File: config.mk
export PLATFORM = sky130hd
export DESIGN_NAME = fifo_word_packer_flat
export DESIGN_NICKNAME = d
export VERILOG_FILES = /design/src/rtl/fifo_word_packer_if.sv /design/src/rtl/fifo_word_packer.sv /design/src/flat_wrapper.sv
export SDC_FILE = /design/constraint.sdc
export NUM_CORES = 1
export LEC_CHECK = 0
export BUFFER_PORTS_ARGS = -buffer_cell sky130_fd_sc_hd__clkbuf_2
export CAP_MARGIN = 20
export CORE_ASPECT_RATIO = 0.8
export CORE_UTILIZATION = 50
export DETAILED_ROUTE_END_ITERATION = 8
export GPL_TIMING_DRIVEN = 0
export PLACE_DENSITY = 0.75
export SETUP_SLACK_MARGIN = 0.2
export SLEW_MARGIN = 20
export SYNTH_ARGS = -nofsm -noshare
export SYNTH_HDL_FRONTEND = slang
export SYNTH_SLANG_ARGS = --single-unit
File: constraint.sdc
create_clock -name clk -period 1.53 [get_ports clk]
set_input_delay 0.153 -clock clk [delete_from_list [all_inputs] [get_ports clk]]
set_output_delay 0.153 -clock clk [all_outputs]
set_load 0.005 [all_outputs]
File: src/rtl/fifo_word_packer_if.sv
// Bundle of the sync_fifo read port and the packed-word output stream.
// The packer drives through "master"; the FIFO/downstream side uses "slave".
interface fifo_word_packer_if #(
    parameter int DATA_WIDTH = 8,
    parameter int PACK       = 4
);
    localparam int CNT_W = $clog2(PACK + 1);

    logic                         fifo_rd_en;
    logic                         fifo_rd_empty;
    logic [DATA_WIDTH-1:0]        fifo_rd_data;
    logic                         out_valid;
    logic                         out_ready;
    logic [DATA_WIDTH*PACK-1:0]   out_data;
    logic [CNT_W-1:0]             out_cnt;

    modport master (
        output fifo_rd_en,
        input  fifo_rd_empty,
        input  fifo_rd_data,
        output out_valid,
        input  out_ready,
        output out_data,
        output out_cnt
    );

    modport slave (
        input  fifo_rd_en,
        output fifo_rd_empty,
        output fifo_rd_data,
        input  out_valid,
        output out_ready,
        input  out_data,
        input  out_cnt
    );
endinterface

File: src/rtl/fifo_word_packer.sv
// Pops entries from sync_fifo and packs PACK of them into one valid/ready word.
// Define PACKER_FLUSH_EN to emit partial words after TIMEOUT idle cycles.
module fifo_word_packer #(
    parameter int DATA_WIDTH = 8,
    parameter int PACK       = 4,
    parameter int TIMEOUT    = 16
) (
    input  logic               clk,
    input  logic               rst,
    fifo_word_packer_if.master bus
);
    localparam int OUT_WIDTH = DATA_WIDTH * PACK;
    localparam int CNT_W     = $clog2(PACK + 1);
    localparam logic [CNT_W-1:0] FULL_CNT   = CNT_W'(PACK);
    localparam logic [CNT_W:0]   PACK_WIDE  = (CNT_W + 1)'(PACK);

    logic [OUT_WIDTH-1:0] asm_q;
    logic [CNT_W-1:0]     cnt_q;
    logic                 pend_q;
    logic [OUT_WIDTH-1:0] out_data_q;
    logic [CNT_W-1:0]     out_cnt_q;
    logic                 out_valid_q;

    logic [CNT_W:0]       lanes_claimed;
    logic                 pop;
    logic                 out_free;
    logic                 word_ready;
    logic                 flush_go;

    // A pop in flight already owns a lane, so it counts against the free space.
    assign lanes_claimed = {1'b0, cnt_q} + {{CNT_W{1'b0}}, pend_q};
    assign pop           = !rst && !bus.fifo_rd_empty && (lanes_claimed < PACK_WIDE);
    assign out_free      = !out_valid_q || bus.out_ready;
    assign word_ready    = (cnt_q == FULL_CNT) && out_free;

`ifdef PACKER_FLUSH_EN
    localparam int IDLE_W = $clog2(TIMEOUT + 1);
    localparam logic [IDLE_W-1:0] IDLE_MAX = IDLE_W'(TIMEOUT);

    logic [IDLE_W-1:0] idle_q;

    assign flush_go = (idle_q == IDLE_MAX) && (cnt_q != '0) && !pend_q && !pop && out_free;

    // Idle only while a partial word sits with nothing arriving; saturates at TIMEOUT.
    always_ff @(posedge clk) begin
        if (rst) begin
            idle_q <= '0;
        end else if (pop || pend_q || (cnt_q == '0) || flush_go) begin
            idle_q <= '0;
        end else if (bus.fifo_rd_empty && (idle_q != IDLE_MAX)) begin
            idle_q <= idle_q + 1'b1;
        end
    end
`else
    assign flush_go = 1'b0;
`endif

    always_ff @(posedge clk) begin
        if (rst) begin
            asm_q       <= '0;
            cnt_q       <= '0;
            pend_q      <= 1'b0;
            out_data_q  <= '0;
            out_cnt_q   <= '0;
            out_valid_q <= 1'b0;
        end else begin
            pend_q <= pop;
            if (bus.out_ready) begin
                out_valid_q <= 1'b0;
            end
            if (pend_q) begin
                for (int i = 0; i < PACK; i++) begin
                    if (cnt_q == CNT_W'(i)) begin
                        asm_q[i*DATA_WIDTH +: DATA_WIDTH] <= bus.fifo_rd_data;
                    end
                end
                cnt_q <= cnt_q + 1'b1;
            end else if (word_ready || flush_go) begin
                // asm is cleared on every hand-off, so unused lanes of a partial word read zero.
                out_data_q  <= asm_q;
                out_cnt_q   <= cnt_q;
                out_valid_q <= 1'b1;
                asm_q       <= '0;
                cnt_q       <= '0;
            end
        end
    end

    assign bus.fifo_rd_en = pop;
    assign bus.out_valid  = out_valid_q;
    assign bus.out_data   = out_data_q;
    assign bus.out_cnt    = out_cnt_q;
endmodule

File: src/flat_wrapper.sv
// flat-port wrapper written by rule: the top's interface ports become plain ports
module fifo_word_packer_flat 
#(
    parameter int DATA_WIDTH = 8,
    parameter int PACK       = 4,
    parameter int TIMEOUT    = 16
)
  (clk, rst, bus_fifo_rd_en, bus_fifo_rd_empty, bus_fifo_rd_data, bus_out_valid, bus_out_ready, bus_out_data, bus_out_cnt);
  fifo_word_packer_if #(.DATA_WIDTH(DATA_WIDTH), .PACK(PACK)) bus_i ();
  input  logic clk;
  input  logic rst;
  output wire logic [$bits(bus_i.fifo_rd_en)-1:0] bus_fifo_rd_en;
  input wire logic [$bits(bus_i.fifo_rd_empty)-1:0] bus_fifo_rd_empty;
  input wire logic [$bits(bus_i.fifo_rd_data)-1:0] bus_fifo_rd_data;
  output wire logic [$bits(bus_i.out_valid)-1:0] bus_out_valid;
  input wire logic [$bits(bus_i.out_ready)-1:0] bus_out_ready;
  output wire logic [$bits(bus_i.out_data)-1:0] bus_out_data;
  output wire logic [$bits(bus_i.out_cnt)-1:0] bus_out_cnt;
  assign bus_fifo_rd_en = bus_i.fifo_rd_en;
  assign bus_i.fifo_rd_empty = bus_fifo_rd_empty;
  assign bus_i.fifo_rd_data = bus_fifo_rd_data;
  assign bus_out_valid = bus_i.out_valid;
  assign bus_i.out_ready = bus_out_ready;
  assign bus_out_data = bus_i.out_data;
  assign bus_out_cnt = bus_i.out_cnt;
  fifo_word_packer #(.DATA_WIDTH(DATA_WIDTH), .PACK(PACK), .TIMEOUT(TIMEOUT)) u_core (.clk(clk), .rst(rst), .bus(bus_i));
endmodule
==> reports/results.ini <==
[clock_tree]
cts_tree = yes
numCtsBuffers = 9
clkSinkCount = 72
clock_latency_ns = 0.36
htree_levels = 3
clock_path_buffers = 2
cts_root_buf = clkbuf_8
clkTransAtPathRegs_ns = 0.08

[timing]
worstMarginPinSlew_ns = 0.6481
min_period_ns = 1.598
slew_headroom = 0.5679
fmax_ghz = 0.6256
hold_viol_final = 0
rsz0062_at_grt = yes
timing.final.max_slew_violations = 0
hold_slack_ns = 0.1292
layout_setup_ws_ns = -0.06835
setup_violations = 33
fin_skew_ns = 0.01037
min_period_over_period = 1.045

[critical_path]
cp_top_family = buffers and inverters
cp-end-kind = register
rr_startpoint = u_core.cnt_q[0]
r2r_slack_ns = -0.07
cp-start-kind = register
rr_worst_depth = 8
cp.arrival_ns = 1.81
path_common_cell = nor2_1
critPathKind = reg -> reg
crit_buf_inv = 4
cp_max_fo = 6
r2r_end = u_core.bus.out_valid
cpPeakStageDelay_ns = 0.38
slowest_stage = dfxtp_4
path_cells = inv_4 > ha_4 > and3b_4 > buf_12 > buf_4 > buf_16 > nor2_1 > nor2_1
required_ns = 1.74

[layout]
postLayoutCellArea_sq_um = 4491
regArea_sq_um = 1450
fillers = 355
diodes = 0
fin_nets = 430
drive_gt1_frac = 0.4928
final_cell_count_no_fill = 499
syn_to_final_growth_pct = 46.73
multi_input_area_sq_um = 1842

[global_routing]
grt_overflow_total = 0
grt_max_degree = 13
grt_pass1_vias = 2610
antenna_found_initial = 0
grt_use_total = 0.2767
grt_pass1_wl_mm = 13.08

[floorplanning]
ioPinCount = 49
rows = 25
die_h_microns = 71.98
dieArea_sq_um = 6440
die_w_microns = 89.47
fp.coreArea_sq_um = 5912
start_util = 0.5177

[power_and_ir_drop]
p_leak_nw = 1.596
netSwitchingFraction = 0.2615
combPwrFrac = 0.090
p_int_mw = 2.699
p_total_mw = 3.655
clkPwrFrac = 0.385
power_density_nw_per_um2 = 814.0
ir_drop_mv = 1.087
p_sw_mw = 0.9560
seq_power_share = 0.525

[routing]
via_per_inst = 5.990
first_pass_iters = 7
drtAntennaViolNets = 0
drtIter0Drc = 287
route.detailed.drc = 2
drt_wl_total_mm = 9.822
via_count = 2989
routedWlPerCell_microns = 19.68

[placement]
portBuffers = 47
place_area_sq_um = 3473
dp.cells = 454
pre_cts_ws_ns = -0.08099
gp_congestion = 0.8150
dp_hpwl_mm = 5.310

[synth]
yosys.area.top_type = dfxtp_1
syn-cell-area_sq_um = 3060
synth_top_area_share = 0.4710
synthTopCellsByArea = dfxtp_1, a21oi_1, o31ai_1
synth_nets = 343
ys_top_cells_by_count = dfxtp_1, a21oi_1, nand3_1, o31ai_1, nor2b_1
yosys.cell_count.top_type = dfxtp_1
synth_edf_count = 0
synth-main-ff-cell = dfxtp_1
syn_inst = 326
synth.yosys.seq_area_share = 0.4710
yosysWarningCount = 0
async_reset_ff_frac = 0
synth_seq_cells = 72
synth_cell_type_count = 29
postSynthAreaPerCell_sq_um = 9.388

[status]
status = complete, but fails checks
violations = DRC, setup timing

[flow_run]
maxCapViolCount = 0

[min_path]
min_path_cells = 2
hold_end = u_core.asm_q[15]
hold_start = bus_fifo_rd_data[7]
hp-class = in -> reg

[final cells by class]
class	instances	area share
repair buffers	75	0.1240
clock inverters	5	0.006687
multi-input cells	210	0.4101
clock buffers	11	0.03371
plain buffers	34	0.06966
inverters	11	0.01031
flip-flops and latches	72	0.3229
well taps	81	0.02257
[flip-flops by register name, indices dropped and copies added, names as in the netlist]
register              count
u_core.asm_q             32
u_core.bus.out_cnt        3
u_core.bus.out_data      32
u_core.bus.out_valid      1
u_core.cnt_q              3
u_core.pend_q             1
[worst max-delay path by stage]
stage,end,slack (ns),from,cells after the start
6_report,u_core.bus.out_valid,-0.07,u_core.cnt_q[0],8
5_1_grt,u_core.bus.out_data[3],-0.13,u_core.pend_q,8
4_1_cts,bus_fifo_rd_en,-0.10,u_core.pend_q,5
3_5_place_dp,u_core.asm_q[30],-0.08,u_core.cnt_q[0],6
3_3_place_gp,u_core.asm_q[30],-0.07,u_core.cnt_q[0],6
2_1_floorplan,u_core.asm_q[24],0.15,u_core.cnt_q[0],6
[power by group through the flow]
stage                     Sequential, mW  Combinational [mW]  Clock [mW]
after floorplan                     1.96               0.144           0
after global placement              1.96               0.211           0
after detailed placement            1.96               0.215           0
after CTS                           1.92               0.263        1.40
after global routing                1.92               0.344        1.49
final                               1.92               0.328        1.41
[kinds of logic after synthesis]
| family | Yosys count | synth area share |
|---|---|---|
| adder cells (fa/ha/maj) | 5 | 0.02044 |
| buffers and inverters | 45 | 0.07727 |
| AND/OR/NAND/NOR | 71 | 0.1365 |
| flip-flops | 72 | 0.4710 |
| AO/OA/AOI/OAI | 132 | 0.2919 |
| XOR/XNOR | 1 | 0.002862 |
[repair_timing]
| item | in CTS | in global routing |
|---|---|---|
| cloned | 5 | 0 |
| endpoints found under the hold margin | 1 | 0 |
| pin swaps | 16 | 48 |
| endpoints found under the setup margin | 68 | 71 |
| resized for setup | 55 | 101 |
| hold buffers | 1 | 0 |
| buffers inserted | 14 | 9 |
[cells in the final DEF, fill, tap and decap left out, types with 2 or more instances in the layout]
master    instances
dfxtp_1          69
clkbuf_2         47
a21oi_2          27
o31ai_1          23
a21oi_1          23
nor2b_1          18
nand3_1          18
a22o_1           16
buf_4            16
buf_6            13
clkbuf_8         13
o31ai_2          11
nand3_2          10
inv_1             9
buf_2             9
o211ai_1          8
a22oi_2           8
o21ai_1           8
buf_8             7
nand3_4           6
clkbuf_4          4
buf_12            4
clkbuf_1          4
inv_4             3
nand2b_1          3
nor2_1            3
ha_4              3
clkinv_2          3
a221oi_4          2
and3b_1           2
a21oi_4           2
ha_1              2
buf_16            2
dfxtp_4           2
[per-layer routing]
| layer | GRT usage | wire length (microns) | vias up |
|---|---|---|---|
| li1 | - | - | 1385 |
| met1 | 0.3621 | 4035 | 1432 |
| met2 | 0.4326 | 4726 | 143 |
| met3 | 0.08077 | 723 | 29 |
| met4 | 0.1076 | 337 | 0 |
| met5 | 0 | 0 | - |
[per-stage QoR]
stage                 util  setup TNS (ns)
CTS                 0.6866          -1.648
finish              0.7596         -0.6505
floorplan                -               0
global route        0.7596          -2.926
global placement    0.5875         -0.4995
detailed placement  0.5875         -0.6171
No activity file was read; power rests on OpenSTA's default activity.
